File: src/rtl/snitch_fp_ss_arbiter.sv
// Round-robin arbiter sharing one FP subsystem among NrReq cores, with per-core in-flight
// limits and id-based response routing. Define SNITCH_FP_ARB_PERF_EN to enable the perf counters.
module snitch_fp_ss_arbiter #(
    parameter int unsigned NrReq          = 2,
    parameter int unsigned PayloadWidth   = 224,
    parameter int unsigned IdWidth        = 5,
    parameter int unsigned MaxOutstanding = 4,
    localparam int unsigned IdxW          = (NrReq > 1) ? $clog2(NrReq) : 1
) (
    input  logic                                 clk_i,
    input  logic                                 rst_ni,
    input  logic [NrReq-1:0][PayloadWidth-1:0]   req_payload_i,
    input  logic [NrReq-1:0][IdWidth-1:0]        req_id_i,
    input  logic [NrReq-1:0]                     req_valid_i,
    output logic [NrReq-1:0]                     req_ready_o,
    output logic [PayloadWidth-1:0]              fp_payload_o,
    output logic [IdxW+IdWidth-1:0]              fp_id_o,
    output logic                                 fp_valid_o,
    input  logic                                 fp_ready_i,
    input  logic [63:0]                          fp_resp_data_i,
    input  logic [IdxW+IdWidth-1:0]              fp_resp_id_i,
    input  logic                                 fp_resp_error_i,
    input  logic                                 fp_resp_valid_i,
    output logic                                 fp_resp_ready_o,
    output logic [63:0]                          resp_data_o,
    output logic [IdWidth-1:0]                   resp_id_o,
    output logic                                 resp_error_o,
    output logic [NrReq-1:0]                     resp_valid_o,
    input  logic [NrReq-1:0]                     resp_ready_i,
    output logic                                 busy_o,
    output logic                                 route_err_o,
    output logic [NrReq-1:0][31:0]               perf_grant_o,
    output logic [31:0]                          perf_stall_o
);

    localparam int unsigned     OutW   = $clog2(MaxOutstanding + 1);
    localparam logic [OutW-1:0] OutMax = OutW'(MaxOutstanding);

    logic [IdxW-1:0]  rr_r, sel_r, win_s, resp_idx_s;
    logic             lock_r, found_s, resp_idx_ok_s, route_err_r;
    logic [NrReq-1:0] elig_s, ready_s, req_hs_s, resp_hs_s, busy_vec_s;
    logic [OutW-1:0]  outst_r [NrReq];

    // Response decode: the upper id bits name the destination core; unknown indices are drained.
    always_comb begin
        resp_idx_s      = fp_resp_id_i[IdxW+IdWidth-1 -: IdxW];
        resp_idx_ok_s   = (32'(resp_idx_s) < NrReq);
        resp_valid_o    = {NrReq{1'b0}};
        resp_hs_s       = {NrReq{1'b0}};
        fp_resp_ready_o = 1'b1;
        for (int k = 0; k < NrReq; k++) begin
            if (resp_idx_ok_s && (resp_idx_s == IdxW'(k))) begin
                resp_valid_o[k] = fp_resp_valid_i;
                fp_resp_ready_o = resp_ready_i[k];
                resp_hs_s[k]    = fp_resp_valid_i & resp_ready_i[k];
            end else begin
                resp_hs_s[k]    = 1'b0;
            end
        end
    end

    assign resp_data_o  = fp_resp_data_i;
    assign resp_id_o    = fp_resp_id_i[IdWidth-1:0];
    assign resp_error_o = fp_resp_error_i;

    // Winner selection: a held lock wins, otherwise first eligible core at or after rr_r.
    always_comb begin
        logic [IdxW-1:0] cand;
        cand    = {IdxW{1'b0}};
        win_s   = {IdxW{1'b0}};
        found_s = 1'b0;
        for (int k = 0; k < NrReq; k++) begin
            // A response freeing a slot this cycle makes a full core eligible again.
            elig_s[k] = req_valid_i[k] & ((outst_r[k] < OutMax) | resp_hs_s[k]);
        end
        if (lock_r && elig_s[sel_r]) begin
            win_s   = sel_r;
            found_s = 1'b1;
        end else begin
            for (int i = NrReq - 1; i >= 0; i--) begin
                cand    = IdxW'((32'(rr_r) + 32'(i)) % NrReq);
                win_s   = elig_s[cand] ? cand : win_s;
                found_s = found_s | elig_s[cand];
            end
        end
        for (int k = 0; k < NrReq; k++) begin
            ready_s[k]  = found_s & (win_s == IdxW'(k)) & fp_ready_i;
            req_hs_s[k] = req_valid_i[k] & ready_s[k];
        end
    end

    assign req_ready_o  = ready_s;
    assign fp_valid_o   = found_s;
    assign fp_payload_o = req_payload_i[win_s];
    assign fp_id_o      = {win_s, req_id_i[win_s]};

    // Round-robin pointer and winner lock across downstream back-pressure.
    always_ff @(posedge clk_i or negedge rst_ni) begin
        if (!rst_ni) begin
            rr_r   <= {IdxW{1'b0}};
            lock_r <= 1'b0;
            sel_r  <= {IdxW{1'b0}};
        end else if (found_s && fp_ready_i) begin
            rr_r   <= IdxW'((32'(win_s) + 32'd1) % NrReq);
            lock_r <= 1'b0;
        end else if (found_s) begin
            lock_r <= 1'b1;
            sel_r  <= win_s;
        end else begin
            lock_r <= 1'b0;
        end
    end

    // Per-core in-flight counters; saturate at both ends, simultaneous inc/dec cancels.
    always_ff @(posedge clk_i or negedge rst_ni) begin
        if (!rst_ni) begin
            for (int k = 0; k < NrReq; k++) outst_r[k] <= {OutW{1'b0}};
        end else begin
            for (int k = 0; k < NrReq; k++) begin
                if (req_hs_s[k] && !resp_hs_s[k] && (outst_r[k] != OutMax)) begin
                    outst_r[k] <= outst_r[k] + {{(OutW-1){1'b0}}, 1'b1};
                end else if (resp_hs_s[k] && !req_hs_s[k] && (outst_r[k] != {OutW{1'b0}})) begin
                    outst_r[k] <= outst_r[k] - {{(OutW-1){1'b0}}, 1'b1};
                end else begin
                    outst_r[k] <= outst_r[k];
                end
            end
        end
    end

    // Sticky flag for responses carrying an index with no matching core.
    always_ff @(posedge clk_i or negedge rst_ni) begin
        if (!rst_ni) begin
            route_err_r <= 1'b0;
        end else if (fp_resp_valid_i && !resp_idx_ok_s) begin
            route_err_r <= 1'b1;
        end else begin
            route_err_r <= route_err_r;
        end
    end

    // Busy is derived purely from counter flops.
    always_comb begin
        for (int k = 0; k < NrReq; k++) busy_vec_s[k] = (outst_r[k] != {OutW{1'b0}});
    end

    assign busy_o      = |busy_vec_s;
    assign route_err_o = route_err_r;

`ifdef SNITCH_FP_ARB_PERF_EN
    logic [NrReq-1:0][31:0] perf_grant_r;
    logic [31:0]            perf_stall_r;

    // Wrapping grant and stall counters.
    always_ff @(posedge clk_i or negedge rst_ni) begin
        if (!rst_ni) begin
            perf_grant_r <= {(NrReq*32){1'b0}};
            perf_stall_r <= 32'd0;
        end else begin
            for (int k = 0; k < NrReq; k++) begin
                perf_grant_r[k] <= perf_grant_r[k] + {31'd0, req_hs_s[k]};
            end
            perf_stall_r <= perf_stall_r + {31'd0, (found_s & ~fp_ready_i)};
        end
    end

    assign perf_grant_o = perf_grant_r;
    assign perf_stall_o = perf_stall_r;
`else
    assign perf_grant_o = {(NrReq*32){1'b0}};
    assign perf_stall_o = 32'd0;
`endif

endmodule

File: config.mk
export PLATFORM = sky130hd
export DESIGN_NAME = snitch_fp_ss_arbiter
export DESIGN_NICKNAME = d
export VERILOG_FILES = /design/src/rtl/snitch_fp_ss_arbiter.sv
export SDC_FILE = /design/constraint.sdc
export NUM_CORES = 1
export LEC_CHECK = 0
export ABC_AREA = 1
export CORE_AREA = 4 4 360 362
export CTS_CLUSTER_DIAMETER = 100
export DETAILED_ROUTE_END_ITERATION = 8
export DIE_AREA = 0 0 364 366
export SLEW_MARGIN = 20
export SYNTH_ARGS = -nofsm -noshare
export SYNTH_HDL_FRONTEND = slang
export SYNTH_SLANG_ARGS = --single-unit
File: constraint.sdc
create_clock -name clk_i -period 3.5 [get_ports clk_i]
set_clock_uncertainty 0.1 [all_clocks]
set_input_delay 1.05 -clock clk_i [delete_from_list [all_inputs] [get_ports clk_i]]
set_output_delay 1.05 -clock clk_i [all_outputs]
set_load 0.02 [all_outputs]
==> metrics, run 1 <==
Req. time, crit path between 2 and 2.5 ns; largest family of logic cells by synthesized area simple AND/OR/NAND/NOR gates; reg2reg path depth 14; IO buf count roughly 700; site row count about 130; Setup WS pre-CTS -1.19 ns; Residual DRC 0; Comb pwr share a little over nine tenths; Yosys cell types 21; clock power share about 1.5%; switching power around 7.7 mW; failing checks setup timing; post-layout util 13.3%; Internal between 5 and 6 mW; hpwl dp approximately 84000 um; share of cells above drive strength 1 between 40% and 50%; PwrDens between 800 and 900 nW/um^2; post-synthesis mux area share 0%; maximum VDD drop approximately 0.43 mV; worst path cell trace buf_8 > inv_6 > nand3_4 > nand2_4 > nand2_4 > nand2_4 > nand3_4 > nand2_4 > nand2_8 > buf_12 > buf_16 > buf_8 > buf_12 > nand2_4 > nand2_4 > buf_12; Synth Area in XOR/XNOR 0%; Slew Limit Fails 0; Die Y between 300 and 400 um; worst setup margin -0.382 ns; Pre-Repair DR Iteration Count 5; drt wl/cell 28.5 um; Cells after Synth roughly 1000; critical path capture point type primary output; final hold violation count 0; Max stage delay on crit path between 0.15 and 0.2 ns; io pins around 940; worst-path maximum fanout 6; min-delay src outst_r[4]; commonest non-fill, non-tap cells in the layout clkdlybuf4s50_1 (464), nand2_1 (403), nand2_2 (206); Clock transition at path regs roughly 0.04 ns; setup TNS -59.56 ns; YS warnings 0; commonest non-fill, non-tap cell in the layout clkdlybuf4s50_1; level count of the clock H-tree 1; Max stage delay cell, worst path buf_12; Worst Hold Path Cells 2; Vias between 9000 and 10000; flop2flop setup slack around 1.1 ns; Final #Nets ~2300; crit path DAT 2.73 ns; Syn Area/Cell 4.81 sq um; area leader, netlist nand2_1; largest net degree at the start of global routing 40; global-route usage over all layers 13.1%; Finished Layout Cells about 3400; first-pass GRT wire length between 100000 and 150000 um; Synth area leaders nand2_1 (57%), buf_4 (28%), dfrtp_1 (4.7%); initial antenna violation count 44; Compound-Gate Fraction of Synth Area less than 1%; Tmin final slightly below 4 ns; CTS Root Cell clkbuf_16; simple-gate share of the synthesized area 59.1%; worst path bufs/invs 7; Die Width about 360 um; CP dominant cell by count nand2_4; register area share after synthesis 4.68%; CTS Hold Bufs 0; starting density of the core ~3.8%; min-delay worst type flop to flop; final setup violation count between 200 and 250; run status finished, violations left; WL final a little under 100000 um; clock buffer depth 2; core area 127000 sq um; Avg Vias per Cell between 2 and 3; Mapped Area 4810 sq um; startpoint class of the critical path input port; fillers approximately 14000; die area roughly 130000 sq um; Final Total Pwr around 14 mW; worst r2r src outst_r[5]; grt ovf 0; Synth top area share between 50% and 60%; Area Overhead vs Synth 251%; Setup Crit Path Kind input port to primary output; CTS buffer count 3; vias in the first global route about 8700; Multi-input gate area roughly 4800 sq um; worst reg2reg endpoint outst_r[5]; Skew-Pair Late Insertion Delay between 0.2 and 0.25 ns; CP delay by family, top buffers and inverters; Max-Cap Viols 0; DR iter-0 viols 570; GPL Wtd Cong a little under 1; leakage power ~7.6 nW; post-route ant nets 0; RSZ-0062 raised after global routing yes; switching share of total power between 50% and 60%; Hold Path End outst_r[4]; fin crit share 111%; CTS tree yes; Clock Sinks 9; Seq pwr share approximately 1.6%; area share of fa/ha/maj cells after synthesis 0.832%; Storage cell area around 230 sq um; Synth Register Bits 9; Max Freq between 200 and 300 MHz; Inst Count DP about 3300
[metrics by stage]
step | hold WS, ns | instance area [sq um]
after detailed placement | 0.433 | 13000
after global routing | 0.473 | 16900
final | 0.433 | 16900
after CTS | 0.446 | 15100
after floorplan | 0.383 | 5170
after global placement | 0.414 | 13000
[state kept, by name, indices dropped and copies added, names as in the netlist]
register and cells:
sel_r 1, rr_r 1, lock_r 1, outst_r 6
[how the worst max path moves through the flow]
stage,endpoint,slack [ns],cells after the start,from
2_1_floorplan,fp_id_o[2],0.15,11,fp_resp_id_i[5]
4_1_cts,fp_payload_o[28],-0.45,16,fp_resp_id_i[5]
3_3_place_gp,fp_payload_o[132],-1.17,14,fp_resp_id_i[5]
5_1_grt,fp_payload_o[59],-0.45,16,fp_resp_id_i[5]
6_report,fp_payload_o[59],-0.38,16,fp_resp_id_i[5]
3_5_place_dp,fp_payload_o[132],-1.19,13,fp_resp_id_i[5]
[cell families after synthesis]
family	after synthesis
fa+ha+maj	2
compound gates	2
buf+inv	238
flops	9
other cells	1
simple gates	749
[synth_stat cells, drive strengths merged]
cell type	count
conb	1
o21ai	1
nand3	12
fa	2
clkbuf	3
dfrtp	9
nor3	2
nand2	727
buf	215
inv	20
or2	1
nand4	2
nor2	5
a21oi	1
[power by group through the flow]
stage / Clock, mW / Combinational, mW / Sequential, mW
global route: 0.209 / 14.1 / 0.225
global placement: 0 / 9.47 / 0.206
CTS: 0.206 / 11.8 / 0.211
detailed placement: 0 / 9.48 / 0.208
finish: 0.201 / 13.2 / 0.216
floorplan: 0 / 3.88 / 0.195
[worst register-to-register path: stages (launching register included)]
cell and delay (ns):
dfrtp_1 0.44, nand2_4 0.12, nand2_4 0.06, buf_4 0.13
nand2_1 0.11, inv_1 0.09, nor2_2 0.16, buf_4 0.13
buf_4 0.10, nand4_1 0.19, fa_1 0.46, nand2_1 0.11
nand2_1 0.07, nand2_1 0.05, nand2_1 0.04
[metal layers]
metal | global-route usage, % | routed length [um] | up-vias
li1 | - | - | 4147
met1 | 11.6 | 28500 | 4228
met2 | 22.5 | 45000 | 750
met3 | 12.6 | 21100 | 104
met4 | 1.14 | 1870 | 16
met5 | 0 | 101 | -
[layout make-up]
cell class | count | share of cell area, %
Antenna cell | 8 | 0.119
Clock buffer | 4 | 0.467
Inverter | 20 | 0.630
Multi-Input combinational cell | 850 | 28.1
Sequential cell | 9 | 1.33
Tap cell | 1662 | 12.3
Timing Repair Buffer | 832 | 56.8
Timing Repair inverter | 1 | 0.178
[what timing repair did]
action	4_1_cts	5_1_grt
gates cloned	15	21
buffers inserted	47	25
endpoints found under the setup margin	234	235
endpoints found under the hold margin	0	0
resized for setup	730	386
pin swaps	58	50
Note: power is estimated with default switching activity, not from simulation.
==> run 2, diff against run 1 <==
Settings changed: TNS_END_PERCENT set to 1.
==> metrics, run 2 (synthesized netlist as in run 1, its figures left out) <==
global-route usage over all layers 13.0% (-0.18 points); Pre-Repair DR Iteration Count 5 (unchanged); maximum VDD drop 0.266 mV (-38%); worst setup margin -0.389 ns (-0.00640 ns); Inst Count DP 3285 (unchanged); setup TNS -58.99 ns (+0.568 ns); Final #Nets 2209 (-2.1%); drt wl/cell 27.6 um (-3.2%); Skew-Pair Late Insertion Delay 0.24 ns (about the same); die area 133000 sq um (unchanged); level count of the clock H-tree 1 (unchanged); vias in the first global route 8647 (-1.0%); final hold violation count 0 (unchanged); worst hold slack 0.435 ns (+0.00138 ns); grt ovf 0 (unchanged); clock buffer depth 2 (unchanged); worst-path maximum fanout 8 (+2); commonest non-fill, non-tap cell in the layout nand2_1; Max Freq 257 MHz (-0.16%); CTS Root Cell clkbuf_16; failing checks setup timing; Vias 8885 (-3.9%); Die Y 366 um (unchanged); GPL Wtd Cong 0.968 (unchanged); hpwl dp 84100 um (unchanged); critical path capture point type primary output; post-layout util 12.0% (-1.3 points); Req. time, crit path 2.35 ns (about the same); Clock transition at path regs 0.04 ns (about the same); Tmin final 3.89 ns (+0.00640 ns); post-route ant nets 0 (unchanged); final setup violation count 230 (unchanged); Residual DRC 0 (unchanged); DR iter-0 viols 591 (+3.7%); starting density of the core 3.80% (unchanged); CTS buffer count 3 (unchanged); Clock Sinks 9 (unchanged); CTS Hold Bufs 0 (unchanged); crit path DAT 2.74 ns (about the same); WL final 92200 um (-4.5%); commonest non-fill, non-tap cells in the layout nand2_1 (551), clkdlybuf4s50_1 (463), buf_6 (191); run status finished, violations left; Finished Layout Cells 3340 (-1.4%); RSZ-0062 raised after global routing yes; IO buf count 703 (unchanged); PwrDens 775 nW/um^2 (-4.2%); leakage power 6.82 nW (-11%); CTS tree yes; largest net degree at the start of global routing 40 (unchanged); Die Width 364 um (unchanged); initial antenna violation count 45 (+2.3%); core area 127000 sq um (unchanged); Max-Cap Viols 0 (unchanged); max FFs per register 6 (unchanged); min-delay worst type flop to flop; startpoint class of the critical path input port; Avg Vias per Cell 2.66 (-2.6%); Setup Crit Path Kind input port to primary output; fin crit share 111% (+0.18 points); Slew Limit Fails 0 (unchanged); io pins 941 (unchanged); site row count 131 (unchanged); first-pass GRT wire length 108000 um (-1.4%); share of cells above drive strength 1 30.5% (-11 points); Area Overhead vs Synth 215%; Top reg by flops outst_r
-- run 2: cell types whose count changed in the layout (fill, tap and decap cells not counted), moves of 4 or more --
cell,previous run,this run
buf_6,197,191
nand2_4,113,24
nand2_1,403,551
clkbuf_16,17,5
nand2_8,5,1
buf_4,49,35
buf_12,54,47
buf_8,29,21
buf_16,16,12
nand2_2,206,151
buf_2,7,11
-- run 2: final timing paths --
| kind | start | end | slack [ns] | cells past startpoint |
|---|---|---|---|---|
| max | fp_resp_id_i[5] | fp_payload_o[28] | -0.39 | 16 |
| min | outst_r[4] | outst_r[4] | 0.43 | 2 |
| max reg2reg | outst_r[5] | outst_r[5] | 1.15 | 13 |
| min reg2reg | outst_r[4] | outst_r[4] | 0.43 | 2 |
| max in group asynchronous | rst_ni | outst_r[1] | 1.98 | 1 |
| min in group asynchronous | rst_ni | outst_r[5] | 1.02 | 1 |
-- run 2: what timing repair did --
item,CTS,global route
endpoints found under the setup margin,234,235
resized for setup,756,72
setup buffers,27,6
pin swaps,55,16
gates cloned,9,2
-- run 2: layout make-up --
type	instances	area, sq um
Timing Repair Buffer	785	8760
Inverter	20	106
Timing Repair inverter	1	30.0
Fill cell	14600	112000
Clock buffer	4	78.8
Multi-Input combinational cell	850	3880
Antenna cell	9	22.5
Tap cell	1662	2080
Sequential cell	9	225
-- run 2: power by group --
group | total (mW) | switching [mW] | internal, mW
logic | 11.3 | 6.72 | 4.63
registers | 0.215 | 0.0604 | 0.155
clock network | 0.201 | 0.0488 | 0.152
total | 11.8 | 6.83 | 4.94
-- run 2: metrics by stage --
| stage | power (mW) | worst slack (ns) | instance area (sq um) |
|---|---|---|---|
| after floorplan | 4.07 | 0.154 | 5170 |
| after global placement | 9.68 | -1.17 | 13000 |
| after detailed placement | 9.69 | -1.19 | 13000 |
| after CTS | 11.9 | -0.475 | 14900 |
| after global routing | 12.7 | -0.462 | 15200 |
| final | 11.8 | -0.389 | 15200 |
-- run 2: layer usage --
layer  up-vias  wire, um  global-route usage [%]
met5         -        91                       0
met4        14      1060                   0.964
met2       701     44100                    22.2
met1      4043     26700                    11.3
met3        80     20300                    12.7
li1       4047         -                       -
-- run 2: worst max-delay path: stages --
cell	delay, ns
buf_8	0.11
inv_6	0.05
nand3_4	0.09
nand2_4	0.09
nand2_4	0.06
nand2_4	0.08
nand3_4	0.08
nand2_4	0.10
nand2_8	0.10
buf_12	0.15
buf_16	0.15
buf_8	0.16
buf_8	0.13
nand2_2	0.06
nand2_2	0.07
buf_12	0.15
==> run 3, diff against run 2 <==
Settings changed: SETUP_SLACK_MARGIN set to 0.1.
==> metrics, run 3 (synthesized netlist as in run 1, its figures left out) <==
run status finished, violations left; failing checks setup timing; Vias 8917 (+0.36%); initial antenna violation count 45 (unchanged); Tmin final 3.89 ns (+0.00509 ns); Die Width 364 um (unchanged); post-route ant nets 0 (unchanged); Setup Crit Path Kind input port to primary output; commonest non-fill, non-tap cells in the layout nand2_1 (525), clkdlybuf4s50_1 (463), buf_6 (192); CTS Hold Bufs 0 (unchanged); site row count 131 (unchanged); Pre-Repair DR Iteration Count 5 (unchanged); PwrDens 775 nW/um^2 (about the same); Die Y 366 um (unchanged); Top reg by flops outst_r; Skew-Pair Late Insertion Delay 0.24 ns (about the same); Req. time, crit path 2.35 ns (about the same); Max Freq 257 MHz (-0.13%); final setup violation count 230 (unchanged); share of cells above drive strength 1 32.2% (+1.7 points); io pins 941 (unchanged); Final Total Pwr 11.8 mW (+0.67%); level count of the clock H-tree 1 (unchanged); Avg Vias per Cell 2.67 (+0.33%); fin crit share 111% (+0.15 points); Max-Cap Viols 0 (unchanged); Area Overhead vs Synth 217%; die area 133000 sq um (unchanged); starting density of the core 3.80% (unchanged); largest net degree at the start of global routing 40 (unchanged); maximum VDD drop 0.282 mV (+6.1%); drt wl/cell 27.6 um (+0.11%); max FFs per register 6 (unchanged); Residual DRC 0 (unchanged); crit path DAT 2.74 ns (about the same); worst setup margin -0.394 ns (-0.00509 ns); vias in the first global route 8650 (+0.035%); clock buffer depth 2 (unchanged); post-layout util 12.1% (+0.074 points); DR iter-0 viols 590 (-0.17%); reg2reg path depth 13 (unchanged); global-route usage over all layers 13.0% (about the same); Clock transition at path regs 0.04 ns (about the same); Final #Nets 2210 (+0.045%); critical path capture point type primary output; IO buf count 703 (unchanged); CTS buffer count 3 (unchanged); final hold violation count 0 (unchanged); startpoint class of the critical path input port; Worst Hold Path Cells 2 (unchanged); grt ovf 0 (unchanged); worst-path maximum fanout 8 (unchanged); min-delay worst type flop to flop; Clock Sinks 9 (unchanged); CTS tree yes; CTS Root Cell clkbuf_16; hpwl dp 84100 um (unchanged); core area 127000 sq um (unchanged); WL final 92400 um (+0.14%); fillers 14600 (-0.041%); leakage power 6.84 nW (+0.23%); Slew Limit Fails 0 (unchanged); first-pass GRT wire length 108000 um (unchanged); RSZ-0062 raised after global routing yes; GPL Wtd Cong 0.968 (unchanged); commonest non-fill, non-tap cell in the layout nand2_1
-- run 3: what timing repair did --
action                     CTS  global route
gates cloned                 9             2
setup endpoints to repair  235           235
setup buffers               27             7
pin swaps                   55            27
resized for setup          761           100
-- run 3: power by group --
group	switching (mW)	leakage, nW	internal, mW
logic	6.77	6.69	4.66
clock network	0.0490	0.0382	0.152
registers	0.0597	0.109	0.155
-- run 3: final timing paths --
check	start	to	slack, ns
min in group asynchronous	rst_ni	outst_r[5]	1.02
max reg2reg	outst_r[5]	outst_r[5]	1.21
min reg2reg	outst_r[4]	outst_r[4]	0.43
min	outst_r[4]	outst_r[4]	0.43
max	fp_resp_id_i[5]	fp_payload_o[52]	-0.39
max in group asynchronous	rst_ni	outst_r[1]	1.99
-- run 3: layout make-up --
class / instances / area (sq um) / share of cell area [%]
timing repair buffer: 786 / 8770 / 57.4
multi-input combinational: 850 / 3970 / 26.0
tap: 1662 / 2080 / 13.6
sequential: 9 / 225 / 1.47
inverter: 20 / 106 / 0.696
clock buffer: 4 / 78.8 / 0.516
timing repair inverter: 1 / 30.0 / 0.197
antenna: 9 / 22.5 / 0.147
-- run 3: metrics by stage --
| stage | instances | hold WS [ns] | setup TNS, ns | cell area, sq um | worst slack (ns) |
|---|---|---|---|---|---|
| 2_1_floorplan | 1097 | 0.383 | 0 | 5170 | 0.154 |
| 3_3_place_gp | 3285 | 0.414 | -233.53 | 13000 | -1.17 |
| 3_5_place_dp | 3285 | 0.433 | -236.50 | 13000 | -1.19 |
| 4_1_cts | 3325 | 0.446 | -68.87 | 14900 | -0.475 |
| 5_1_grt | 3333 | 0.473 | -78.62 | 15300 | -0.449 |
| 6_report | 3341 | 0.435 | -59.07 | 15300 | -0.394 |
-- run 3: routing by layer --
layer	global-route usage, %	routed length, um	vias up	share of wire [%]
li1	-	-	4048	-
met1	11.3	27400	4079	30
met2	22.2	44200	692	48
met3	12.7	19600	84	21
met4	0.879	1090	14	1.2
met5	0	91	-	0.099
-- run 3: worst max-delay path, stage by stage --
cell	delay, ns
buf_8	0.11
inv_6	0.05
nand3_4	0.09
nand2_4	0.09
nand2_4	0.06
nand2_4	0.08
nand3_4	0.07
nand2_4	0.10
nand2_8	0.10
buf_12	0.15
buf_16	0.15
buf_8	0.15
nand2_1	0.14
nand2_2	0.12
buf_6	0.16
